==> config.mk <==
export PLATFORM = sky130hd
export DESIGN_NAME = mc_maindec
export DESIGN_NICKNAME = d
export VERILOG_FILES = /design/src/rtl/mc_ctrl_pkg.sv /design/src/rtl/mc_wait_cnt.sv /design/src/rtl/mc_maindec.sv
export SDC_FILE = /design/constraint.sdc
export NUM_CORES = 1
export LEC_CHECK = 0
export ABC_AREA = 1
export CORE_AREA = 3 3 55 57
export CTS_BUF_LIST = sky130_fd_sc_hd__clkbuf_8 sky130_fd_sc_hd__clkbuf_16
export CTS_CLUSTER_DIAMETER = 120
export CTS_CLUSTER_SIZE = 25
export DETAILED_ROUTE_END_ITERATION = 10
export DIE_AREA = 0 0 58 60
export PLACE_DENSITY = 0.82
export SETUP_SLACK_MARGIN = 0.02
export SYNTH_ARGS = -nofsm -noshare
export SYNTH_HDL_FRONTEND = slang
export SYNTH_SLANG_ARGS = --single-unit
==> constraint.sdc <==
create_clock -name clk -period 5.5 [get_ports clk]
set_input_delay 1.65 -clock clk [delete_from_list [all_inputs] [get_ports clk]]
set_output_delay 1.65 -clock clk [all_outputs]
set_load 0.05 [all_outputs]
==> src/rtl/mc_ctrl_pkg.sv <==
// Shared definitions for the multicycle MIPS control path.
//   state_t    : FSM state encoding for mc_maindec
//   ctrl_t     : bundle of every control output driven by mc_maindec
//   ALU_*      : ALU operation classes sent to the ALU decoder
//   OP_* / F_* : instruction opcode and R-type funct values
//   imm_aluop  : ALU class for an immediate-form opcode
//   mem_size   : {half, b, lbu} load/store size select for an opcode
//   is_mdu_fn  : funct is one of mult/multu/div/divu
package mc_ctrl_pkg;

  typedef enum logic [4:0] {
    S_FETCH, S_DECODE, S_MEMADR, S_MEMRD, S_MEMWR, S_MEMWB,
    S_RTEX, S_RTWB, S_IMMEX, S_IMMWB, S_BREX, S_JEX, S_JALEX,
    S_JREX, S_MDEX, S_MDWAIT, S_EXC
  } state_t;

  typedef struct packed {
    logic       mem_req;
    logic       irwrite;
    logic       pcwrite;
    logic       branch;
    logic       ne;
    logic       iord;
    logic       memwrite;
    logic       regwrite;
    logic       regdst;
    logic       memtoreg;
    logic       alusrca;
    logic [1:0] alusrcb;
    logic [1:0] pcsrc;
    logic [3:0] aluop;
    logic       half;
    logic       b;
    logic       lbu;
    logic       link;
    logic       jr;
    logic       mdu_start;
    logic       mdu_busy;
    logic       illegal;
  } ctrl_t;

  localparam logic [3:0] ALU_ADD   = 4'b0000;
  localparam logic [3:0] ALU_SUB   = 4'b0001;
  localparam logic [3:0] ALU_BLEZ  = 4'b0010;
  localparam logic [3:0] ALU_OR    = 4'b0011;
  localparam logic [3:0] ALU_LUI   = 4'b0100;
  localparam logic [3:0] ALU_XOR   = 4'b0101;
  localparam logic [3:0] ALU_SLT   = 4'b0110;
  localparam logic [3:0] ALU_AND   = 4'b0111;
  localparam logic [3:0] ALU_SLTU  = 4'b1000;
  localparam logic [3:0] ALU_FUNCT = 4'b1111;

  localparam logic [5:0] OP_RTYPE = 6'b000000;
  localparam logic [5:0] OP_J     = 6'b000010;
  localparam logic [5:0] OP_JAL   = 6'b000011;
  localparam logic [5:0] OP_BEQ   = 6'b000100;
  localparam logic [5:0] OP_BNE   = 6'b000101;
  localparam logic [5:0] OP_BLEZ  = 6'b000110;
  localparam logic [5:0] OP_ADDI  = 6'b001000;
  localparam logic [5:0] OP_SLTI  = 6'b001010;
  localparam logic [5:0] OP_SLTIU = 6'b001011;
  localparam logic [5:0] OP_ANDI  = 6'b001100;
  localparam logic [5:0] OP_ORI   = 6'b001101;
  localparam logic [5:0] OP_XORI  = 6'b001110;
  localparam logic [5:0] OP_LUI   = 6'b001111;
  localparam logic [5:0] OP_LB    = 6'b100000;
  localparam logic [5:0] OP_LH    = 6'b100001;
  localparam logic [5:0] OP_LW    = 6'b100011;
  localparam logic [5:0] OP_LBU   = 6'b100100;
  localparam logic [5:0] OP_SW    = 6'b101011;

  localparam logic [5:0] F_JR    = 6'b001000;
  localparam logic [5:0] F_MFHI  = 6'b010000;
  localparam logic [5:0] F_MFLO  = 6'b010010;
  localparam logic [5:0] F_MULT  = 6'b011000;
  localparam logic [5:0] F_MULTU = 6'b011001;
  localparam logic [5:0] F_DIV   = 6'b011010;
  localparam logic [5:0] F_DIVU  = 6'b011011;

  function automatic logic [3:0] imm_aluop(input logic [5:0] op);
    logic [3:0] r;
    r = ALU_ADD;
    case (op)
      OP_ORI:   r = ALU_OR;
      OP_ANDI:  r = ALU_AND;
      OP_XORI:  r = ALU_XOR;
      OP_LUI:   r = ALU_LUI;
      OP_SLTI:  r = ALU_SLT;
      OP_SLTIU: r = ALU_SLTU;
      default:  r = ALU_ADD;
    endcase
    return r;
  endfunction

  // {half, b, lbu}
  function automatic logic [2:0] mem_size(input logic [5:0] op);
    logic [2:0] r;
    r = 3'b000;
    case (op)
      OP_LH:   r = 3'b100;
      OP_LB:   r = 3'b010;
      OP_LBU:  r = 3'b011;
      default: r = 3'b000;
    endcase
    return r;
  endfunction

  function automatic logic is_mdu_fn(input logic [5:0] funct);
    return (funct == F_MULT) || (funct == F_MULTU) ||
           (funct == F_DIV)  || (funct == F_DIVU);
  endfunction

endpackage

==> src/rtl/mc_wait_cnt.sv <==
// Loadable down-counter with zero flag, used to time the mult/div wait.
//   clk, reset_n : clock, asynchronous active-low reset (count clears to 0)
//   load         : load load_val (has priority over dec)
//   load_val     : value to load
//   dec          : decrement by one; holds at zero
//   zero         : count is zero
module mc_wait_cnt #(
  parameter int unsigned CNT_W = 6
) (
  input  logic             clk,
  input  logic             reset_n,
  input  logic             load,
  input  logic [CNT_W-1:0] load_val,
  input  logic             dec,
  output logic             zero
);

  logic [CNT_W-1:0] cnt_q, cnt_d;

  assign zero = (cnt_q == '0);

  always_comb begin
    cnt_d = cnt_q;
    if (load) begin
      cnt_d = load_val;
    end else if (dec && !zero) begin
      cnt_d = cnt_q - CNT_W'(1);
    end
  end

  always_ff @(posedge clk or negedge reset_n) begin
    if (!reset_n) begin
      cnt_q <= '0;
    end else begin
      cnt_q <= cnt_d;
    end
  end

endmodule

==> src/rtl/mc_maindec.sv <==
// Multicycle MIPS main decoder: Moore FSM sequencing fetch, decode,
// execute, memory and writeback, with a memory ready handshake, a counted
// wait for the mult/div unit and an exception state for illegal opcodes.
//   clk, reset_n      : clock, asynchronous active-low reset
//   op, funct         : IR[31:26], IR[5:0]
//   mem_ready         : memory completed the current request this cycle
//   mem_req..illegal  : datapath control (see ctrl_t in mc_ctrl_pkg)
module mc_maindec
  import mc_ctrl_pkg::*;
#(
  parameter int unsigned MDU_LATENCY = 32,
  parameter int unsigned CNT_W       = $clog2(MDU_LATENCY + 1),
  parameter bit          EN_MDU      = 1'b1
) (
  input  logic       clk,
  input  logic       reset_n,
  input  logic [5:0] op,
  input  logic [5:0] funct,
  input  logic       mem_ready,
  output logic       mem_req,
  output logic       irwrite,
  output logic       pcwrite,
  output logic       branch,
  output logic       ne,
  output logic       iord,
  output logic       memwrite,
  output logic       regwrite,
  output logic       regdst,
  output logic       memtoreg,
  output logic       alusrca,
  output logic [1:0] alusrcb,
  output logic [1:0] pcsrc,
  output logic [3:0] aluop,
  output logic       half,
  output logic       b,
  output logic       lbu,
  output logic       link,
  output logic       jr,
  output logic       mdu_start,
  output logic       mdu_busy,
  output logic       illegal
);

  state_t state_q, state_d;
  ctrl_t  ctrl, ctrl_o;
  logic   cnt_load, cnt_dec, cnt_zero;

  function automatic state_t decode_next(input logic [5:0] o, input logic [5:0] f);
    state_t s;
    s = S_EXC;
    case (o)
      OP_LW, OP_LH, OP_LB, OP_LBU, OP_SW: s = S_MEMADR;
      OP_RTYPE: begin
        if (f == F_JR) begin
          s = S_JREX;
        end else if (is_mdu_fn(f)) begin
          s = EN_MDU ? S_MDEX : S_EXC;
        end else if ((f == F_MFHI) || (f == F_MFLO)) begin
          s = EN_MDU ? S_RTEX : S_EXC;
        end else begin
          s = S_RTEX;
        end
      end
      OP_BEQ, OP_BNE, OP_BLEZ: s = S_BREX;
      OP_ADDI, OP_ORI, OP_ANDI, OP_XORI,
      OP_LUI, OP_SLTI, OP_SLTIU: s = S_IMMEX;
      OP_J:    s = S_JEX;
      OP_JAL:  s = S_JALEX;
      default: s = S_EXC;
    endcase
    return s;
  endfunction

  // MDEX loads LATENCY-1 so MDWAIT, which exits on zero, lasts LATENCY cycles.
  assign cnt_load = (state_q == S_MDEX);
  assign cnt_dec  = (state_q == S_MDWAIT);

  mc_wait_cnt #(
    .CNT_W(CNT_W)
  ) u_wait_cnt (
    .clk      (clk),
    .reset_n  (reset_n),
    .load     (cnt_load),
    .load_val (CNT_W'(MDU_LATENCY - 1)),
    .dec      (cnt_dec),
    .zero     (cnt_zero)
  );

  always_comb begin
    state_d = state_q;
    case (state_q)
      S_FETCH:  if (mem_ready) state_d = S_DECODE;
      S_DECODE: state_d = decode_next(op, funct);
      S_MEMADR: state_d = (op == OP_SW) ? S_MEMWR : S_MEMRD;
      S_MEMRD:  if (mem_ready) state_d = S_MEMWB;
      S_MEMWR:  if (mem_ready) state_d = S_FETCH;
      S_RTEX:   state_d = S_RTWB;
      S_IMMEX:  state_d = S_IMMWB;
      S_MDEX:   state_d = S_MDWAIT;
      S_MDWAIT: if (cnt_zero) state_d = S_FETCH;
      default:  state_d = S_FETCH;
    endcase
  end

  always_ff @(posedge clk or negedge reset_n) begin
    if (!reset_n) begin
      state_q <= S_FETCH;
    end else begin
      state_q <= state_d;
    end
  end

  always_comb begin
    ctrl = '0;
    case (state_q)
      S_FETCH: begin
        ctrl.mem_req = 1'b1;
        ctrl.alusrcb = 2'b01;
        ctrl.aluop   = ALU_ADD;
        ctrl.irwrite = mem_ready;
        ctrl.pcwrite = mem_ready;
      end
      S_DECODE: begin
        ctrl.alusrcb = 2'b11;
        ctrl.aluop   = ALU_ADD;
      end
      S_MEMADR: begin
        ctrl.alusrca = 1'b1;
        ctrl.alusrcb = 2'b10;
        ctrl.aluop   = ALU_ADD;
      end
      S_MEMRD: begin
        ctrl.mem_req = 1'b1;
        ctrl.iord    = 1'b1;
        {ctrl.half, ctrl.b, ctrl.lbu} = mem_size(op);
      end
      S_MEMWR: begin
        ctrl.mem_req  = 1'b1;
        ctrl.iord     = 1'b1;
        ctrl.memwrite = 1'b1;
        {ctrl.half, ctrl.b, ctrl.lbu} = mem_size(op);
      end
      S_MEMWB: begin
        ctrl.regwrite = 1'b1;
        ctrl.memtoreg = 1'b1;
        {ctrl.half, ctrl.b, ctrl.lbu} = mem_size(op);
      end
      S_RTEX: begin
        ctrl.alusrca = 1'b1;
        ctrl.aluop   = ALU_FUNCT;
      end
      S_RTWB: begin
        ctrl.regwrite = 1'b1;
        ctrl.regdst   = 1'b1;
      end
      S_IMMEX: begin
        ctrl.alusrca = 1'b1;
        ctrl.alusrcb = 2'b10;
        ctrl.aluop   = imm_aluop(op);
      end
      S_IMMWB: begin
        ctrl.regwrite = 1'b1;
      end
      S_BREX: begin
        ctrl.alusrca = 1'b1;
        ctrl.branch  = 1'b1;
        ctrl.pcsrc   = 2'b01;
        ctrl.aluop   = (op == OP_BLEZ) ? ALU_BLEZ : ALU_SUB;
        ctrl.ne      = (op == OP_BNE);
      end
      S_JEX: begin
        ctrl.pcwrite = 1'b1;
        ctrl.pcsrc   = 2'b10;
      end
      S_JALEX: begin
        ctrl.pcwrite  = 1'b1;
        ctrl.pcsrc    = 2'b10;
        ctrl.regwrite = 1'b1;
        ctrl.link     = 1'b1;
      end
      S_JREX: begin
        ctrl.pcwrite = 1'b1;
        ctrl.jr      = 1'b1;
      end
      S_MDEX: begin
        ctrl.mdu_start = 1'b1;
      end
      S_MDWAIT: begin
        ctrl.mdu_busy = 1'b1;
      end
      S_EXC: begin
        ctrl.illegal = 1'b1;
        ctrl.pcwrite = 1'b1;
        ctrl.pcsrc   = 2'b11;
      end
      default: ctrl = '0;
    endcase
  end

  // The reset state is FETCH, which would otherwise request memory; gating
  // with reset_n keeps every output low for as long as reset is held.
  assign ctrl_o = reset_n ? ctrl : '0;

  assign mem_req   = ctrl_o.mem_req;
  assign irwrite   = ctrl_o.irwrite;
  assign pcwrite   = ctrl_o.pcwrite;
  assign branch    = ctrl_o.branch;
  assign ne        = ctrl_o.ne;
  assign iord      = ctrl_o.iord;
  assign memwrite  = ctrl_o.memwrite;
  assign regwrite  = ctrl_o.regwrite;
  assign regdst    = ctrl_o.regdst;
  assign memtoreg  = ctrl_o.memtoreg;
  assign alusrca   = ctrl_o.alusrca;
  assign alusrcb   = ctrl_o.alusrcb;
  assign pcsrc     = ctrl_o.pcsrc;
  assign aluop     = ctrl_o.aluop;
  assign half      = ctrl_o.half;
  assign b         = ctrl_o.b;
  assign lbu       = ctrl_o.lbu;
  assign link      = ctrl_o.link;
  assign jr        = ctrl_o.jr;
  assign mdu_start = ctrl_o.mdu_start;
  assign mdu_busy  = ctrl_o.mdu_busy;
  assign illegal   = ctrl_o.illegal;

endmodule

Word-level counts from Yosys, hierarchy flattened
Cells that the tools add are included.
Operators by class
  muxes and demuxes: 34
  eq/ne operators: 42
  $add $sub $neg: 1
  reduce and logical (&&, ||, !) cells: 21
Operators with widths (number)
  equality test 6 x 4 -> 1 bit (second input constant): 8
  one-hot mux 5 bit (9 select lines): 1
  equality test 5 x 4 -> 1 bit (second input constant): 8
  equality test 6 bit (second input constant): 5
  one-hot mux 5 bit (6 select lines): 1
  2-to-1 mux 27 bit: 1
  equality test 6 x 5 -> 1 bit (second input constant): 4
  one-hot mux 4 bit (6 select lines): 1
  equality test 5 x 3 -> 1 bit (second input constant): 4
  2-to-1 mux 5 bit: 4
  equality test 6 x 3 -> 1 bit (second input constant): 3
  2-to-1 mux 1 bit: 13
  equality test 6 x 2 -> 1 bit (second input constant): 2
  zero test 6 bit: 2
  2-to-1 mux 6 bit: 2
  one-hot mux 2 bit (3 select lines): 2
  one-hot mux 4 bit (3 select lines): 1
  OR reduction 4 bit: 3
  equality test 5 x 2 -> 1 bit (second input constant): 2
  one-hot mux 3 bit (3 select lines): 1
  OR reduction 3 bit: 3
  2-to-1 mux 4 bit: 2
  != test 2 bit (second input constant): 4
  OR reduction 7 bit: 1
  14 further kinds: 20
Word-level totals
  flip-flop bits (word level): 11
  input port bits: 15
  output and inout bits: 27

Depth between registers and ports, before layout
  depth in word-level cells: 8
  mapped depth: 9

Cells and area by module
From an unflattened synthesis, not the netlist that was laid out.
Unflattened totals
  cell total of the unflattened synthesis: 246
  area, all modules: 1382.6 sq um
Modules (own cells, without submodules)
  mc_maindec: instances 1, area an instance 957.2 sq um, seq. area each 125.1 sq um, cells each 191
  mc_wait_cnt: instances 1, area an instance 425.4 sq um, seq. area each 150.1 sq um, cells each 55

Worst setup path after synthesis
OpenSTA, ideal clock, no wires.
  path kind: input-to-output
  start: input port reset_n
  end: output port b
  stages: 4
  setup slack: -0.328 ns
  buffers on the path: 0
  arrival time: 4.178 ns
  required time: 3.850 ns
  path through: inv_1 -> nor4_1 -> nor2_1 -> nor2_1
On the way
  cells in the longest elaborated chain, start to end: 1
RTL lines
  from (decl): line mc_maindec.sv:16  | input logic reset_n,
  2-to-1 mux 27 bit: line mc_maindec.sv:202  | assign ctrl_o = reset_n ? ctrl : '0;
  to (decl): line mc_maindec.sv:35  | output logic b,
No other way between the ends.

Worst setup path after layout
  start: input port reset_n
  end: output port pcwrite
On the way
  cells in the longest elaborated chain, start to end: 1
RTL lines
  2-to-1 mux 27 bit: line mc_maindec.sv:202
  to (decl): line mc_maindec.sv:22  | output logic pcwrite,
No other way between the ends.

==> reports/results.ini <==
[status]
outcome = complete, no violations

[placement]
dpl_worst_slack_ns = 0.525
place_inst = 299
portBuffers = 41
place_congestion = 0.888
place_hpwl_um = 3030

[power]
pwr-share-comb = 0.679
vdd_drop_max_uv = 308
p_int_mw = 0.326
pwr-share-seq = 0.206
switching_share = 0.520
power.share.clock = 0.116
p_per_area_nw_per_um2 = 340
p_leak_nw = 0.970
power.switching_mw = 0.353

[worst_hold_path]
min_from = u_wait_cnt.cnt_q[1]
hold_path_depth = 2
worstHoldEndpoint = u_wait_cnt.cnt_q[1]
hold_path.class = reg -> reg

[sta]
fin_skew_ns = 0.00159
tightest_slew_ns = 0.475
finalHoldViolations = 0
setup_violations = 0
fin_tns_setup_ns = 0
rsz0062_at_grt = false
fin_crit_ns = 4.96
fin_ws_ns = 0.540
timing.fmax_mhz = 202
finalCritPeriodShare = 0.902
maxSlewHeadroom = 0.680
slew_viol_final = 0

[clock_network]
cts_setup_buffers = 0
clk_latency_ns = 0.24
htree_levels = 1
cts_hold_buf = 0
cts_tree = built
cts.clk_slew.worst_paths_ns = 0.05
cts_resized = 0
cts_max_path_buffers = 2
clock-sinks = 11
root_buffer = clkbuf_8
cts_buffers = 3

[worst_setup_path]
r2r-start = u_wait_cnt.cnt_q[0]
rrSetupSlack_ns = 3.83
worstSetupPathType = in -> out
timing.rr.end = u_wait_cnt.cnt_q[2]
rr_worst_depth = 9
cp.arrival_ns = 3.31
path_max_fanout = 11
critical_path_required_ns = 3.85
start_kind = primary input
endpoint_kind = primary output

[synth]
synth_top_area_frac = 0.222
avgSynthCellArea_sq_um = 5.43
ys_warn_count = 0
yosys-top-cells-area = dfrtp_1 (22%), nand2_1 (18%), nor2_1 (15%), nand3_1 (11%), inv_1 (8.5%)
netlist_instances = 229
synth.distinct_cells = 25
ys.flop_type = dfrtp_1
yosysSeqAreaShare = 0.222
syn_nets = 245
async_flop_share = 1.00
ys_ff_latch = 11
synth_edf_count = 0
synth_area_sq_um = 1240
yosysTopAreaCell = dfrtp_1

[job]
cap_violations = 0

[die]
dieWidth_um = 58
dieArea_sq_um = 3480
rows = 18
start_util = 0.493
io_pins = 42
die_h_um = 60
core_sq_um = 2520

[final_layout]
final_nets = 290
post-route-util = 0.791
drive_above_1_share = 0.161
final_cell_mix = nand2_1 (59), nor2_1 (48), inv_1 (29)
final_common_cell = nand2_1
area_delta_synth_final_pct = 60.6
final_cells = 303
diodes = 0

[detailed_routing]
via_per_inst = 5.41
wire_per_inst_um = 12.2
antenna_left = 0
dr_total_vias = 1639
wl_um = 3710
drtPass1Iterations = 5
drc = 0
drt_first_iter_violations = 76

[global_route]
grt_use_total = 0.233
antenna_found_initial = 0
grt_start_max_net_pins = 15
grt_overflow = 0
grt_pass1_vias = 1554
grt_first_pass_wirelength_um = 6430

-- cell usage after synthesis, types with 2 or more instances --
library cell and n:
nand2_1 59, nor2_1 48, inv_1 28, nand3_1 28, dfrtp_1 11, a21oi_1 10, o21ai_0 8, nor3_1 6
nand4_1 4, nor2_2 4, nor4_1 4, a31oi_1 2, clkbuf_1 2, inv_2 2, nand2_2 2, o21ai_1 2
-- per-layer routing --
metal,vias to the layer above,global-route usage,part of all wire
li1,838,-,-
met1,718,0.273,0.40
met2,75,0.432,0.53
met3,8,0.0518,0.060
met4,0,0.0497,0.012
met5,-,0,0
-- worst max-delay path: stages --
cell and delay [ns]:
clkdlybuf4s50_1 0.48, inv_1 0.18, buf_4 0.24, nor4_2 0.36
nor2_1 0.07, o21ai_0 0.15, buf_12 0.18
-- logic make-up after synthesis --
family,share of synthesized area
AO/OA/AOI/OAI,0.123
adder cells (fa/ha/maj),0.0101
AND/OR/NAND/NOR,0.545
flip-flops,0.222
buffers and inverters,0.101
-- power by group through the flow --
stage,clock network [mW],logic [mW],registers (mW)
floorplan,0,0.297,0.124
global placement,0,0.452,0.139
detailed placement,0,0.458,0.140
CTS,0.0792,0.460,0.139
global route,0.0831,0.505,0.144
finish,0.0785,0.461,0.140
-- registers in the layout (all words and copies together), names as in the netlist --
name	count
u_wait_cnt.cnt_q	6
state_q	5
-- how the worst max path moves through the flow --
| stage | startpoint | to | slack [ns] | cells after the start |
|---|---|---|---|---|
| finish | reset_n | pcwrite | 0.54 | 7 |
| global route | op[1] | aluop[2] | 0.41 | 8 |
| CTS | reset_n | pcwrite | 0.53 | 7 |
| detailed placement | reset_n | pcwrite | 0.53 | 7 |
| global placement | reset_n | pcwrite | 0.57 | 7 |
| floorplan | reset_n | b | 0.32 | 4 |
-- per-stage QoR --
stage	instance area, sq um	total power, mW	hold slack [ns]
2_1_floorplan	1250	0.422	0.484
3_3_place_gp	1950	0.591	0.510
3_5_place_dp	1950	0.598	0.521
4_1_cts	2000	0.678	0.530
5_1_grt	2000	0.732	0.591
6_report	2000	0.679	0.525
-- cell type report --
class / count / area (sq um)
timing repair buffer: 43 / 671
sequential: 11 / 275
clock buffer: 3 / 41.3
clock inverter: 1 / 3.75
fill: 196 / 527
inverter: 30 / 113
tap: 30 / 37.5
multi-input combinational: 185 / 855
Power figures use the tool's default switching activity.
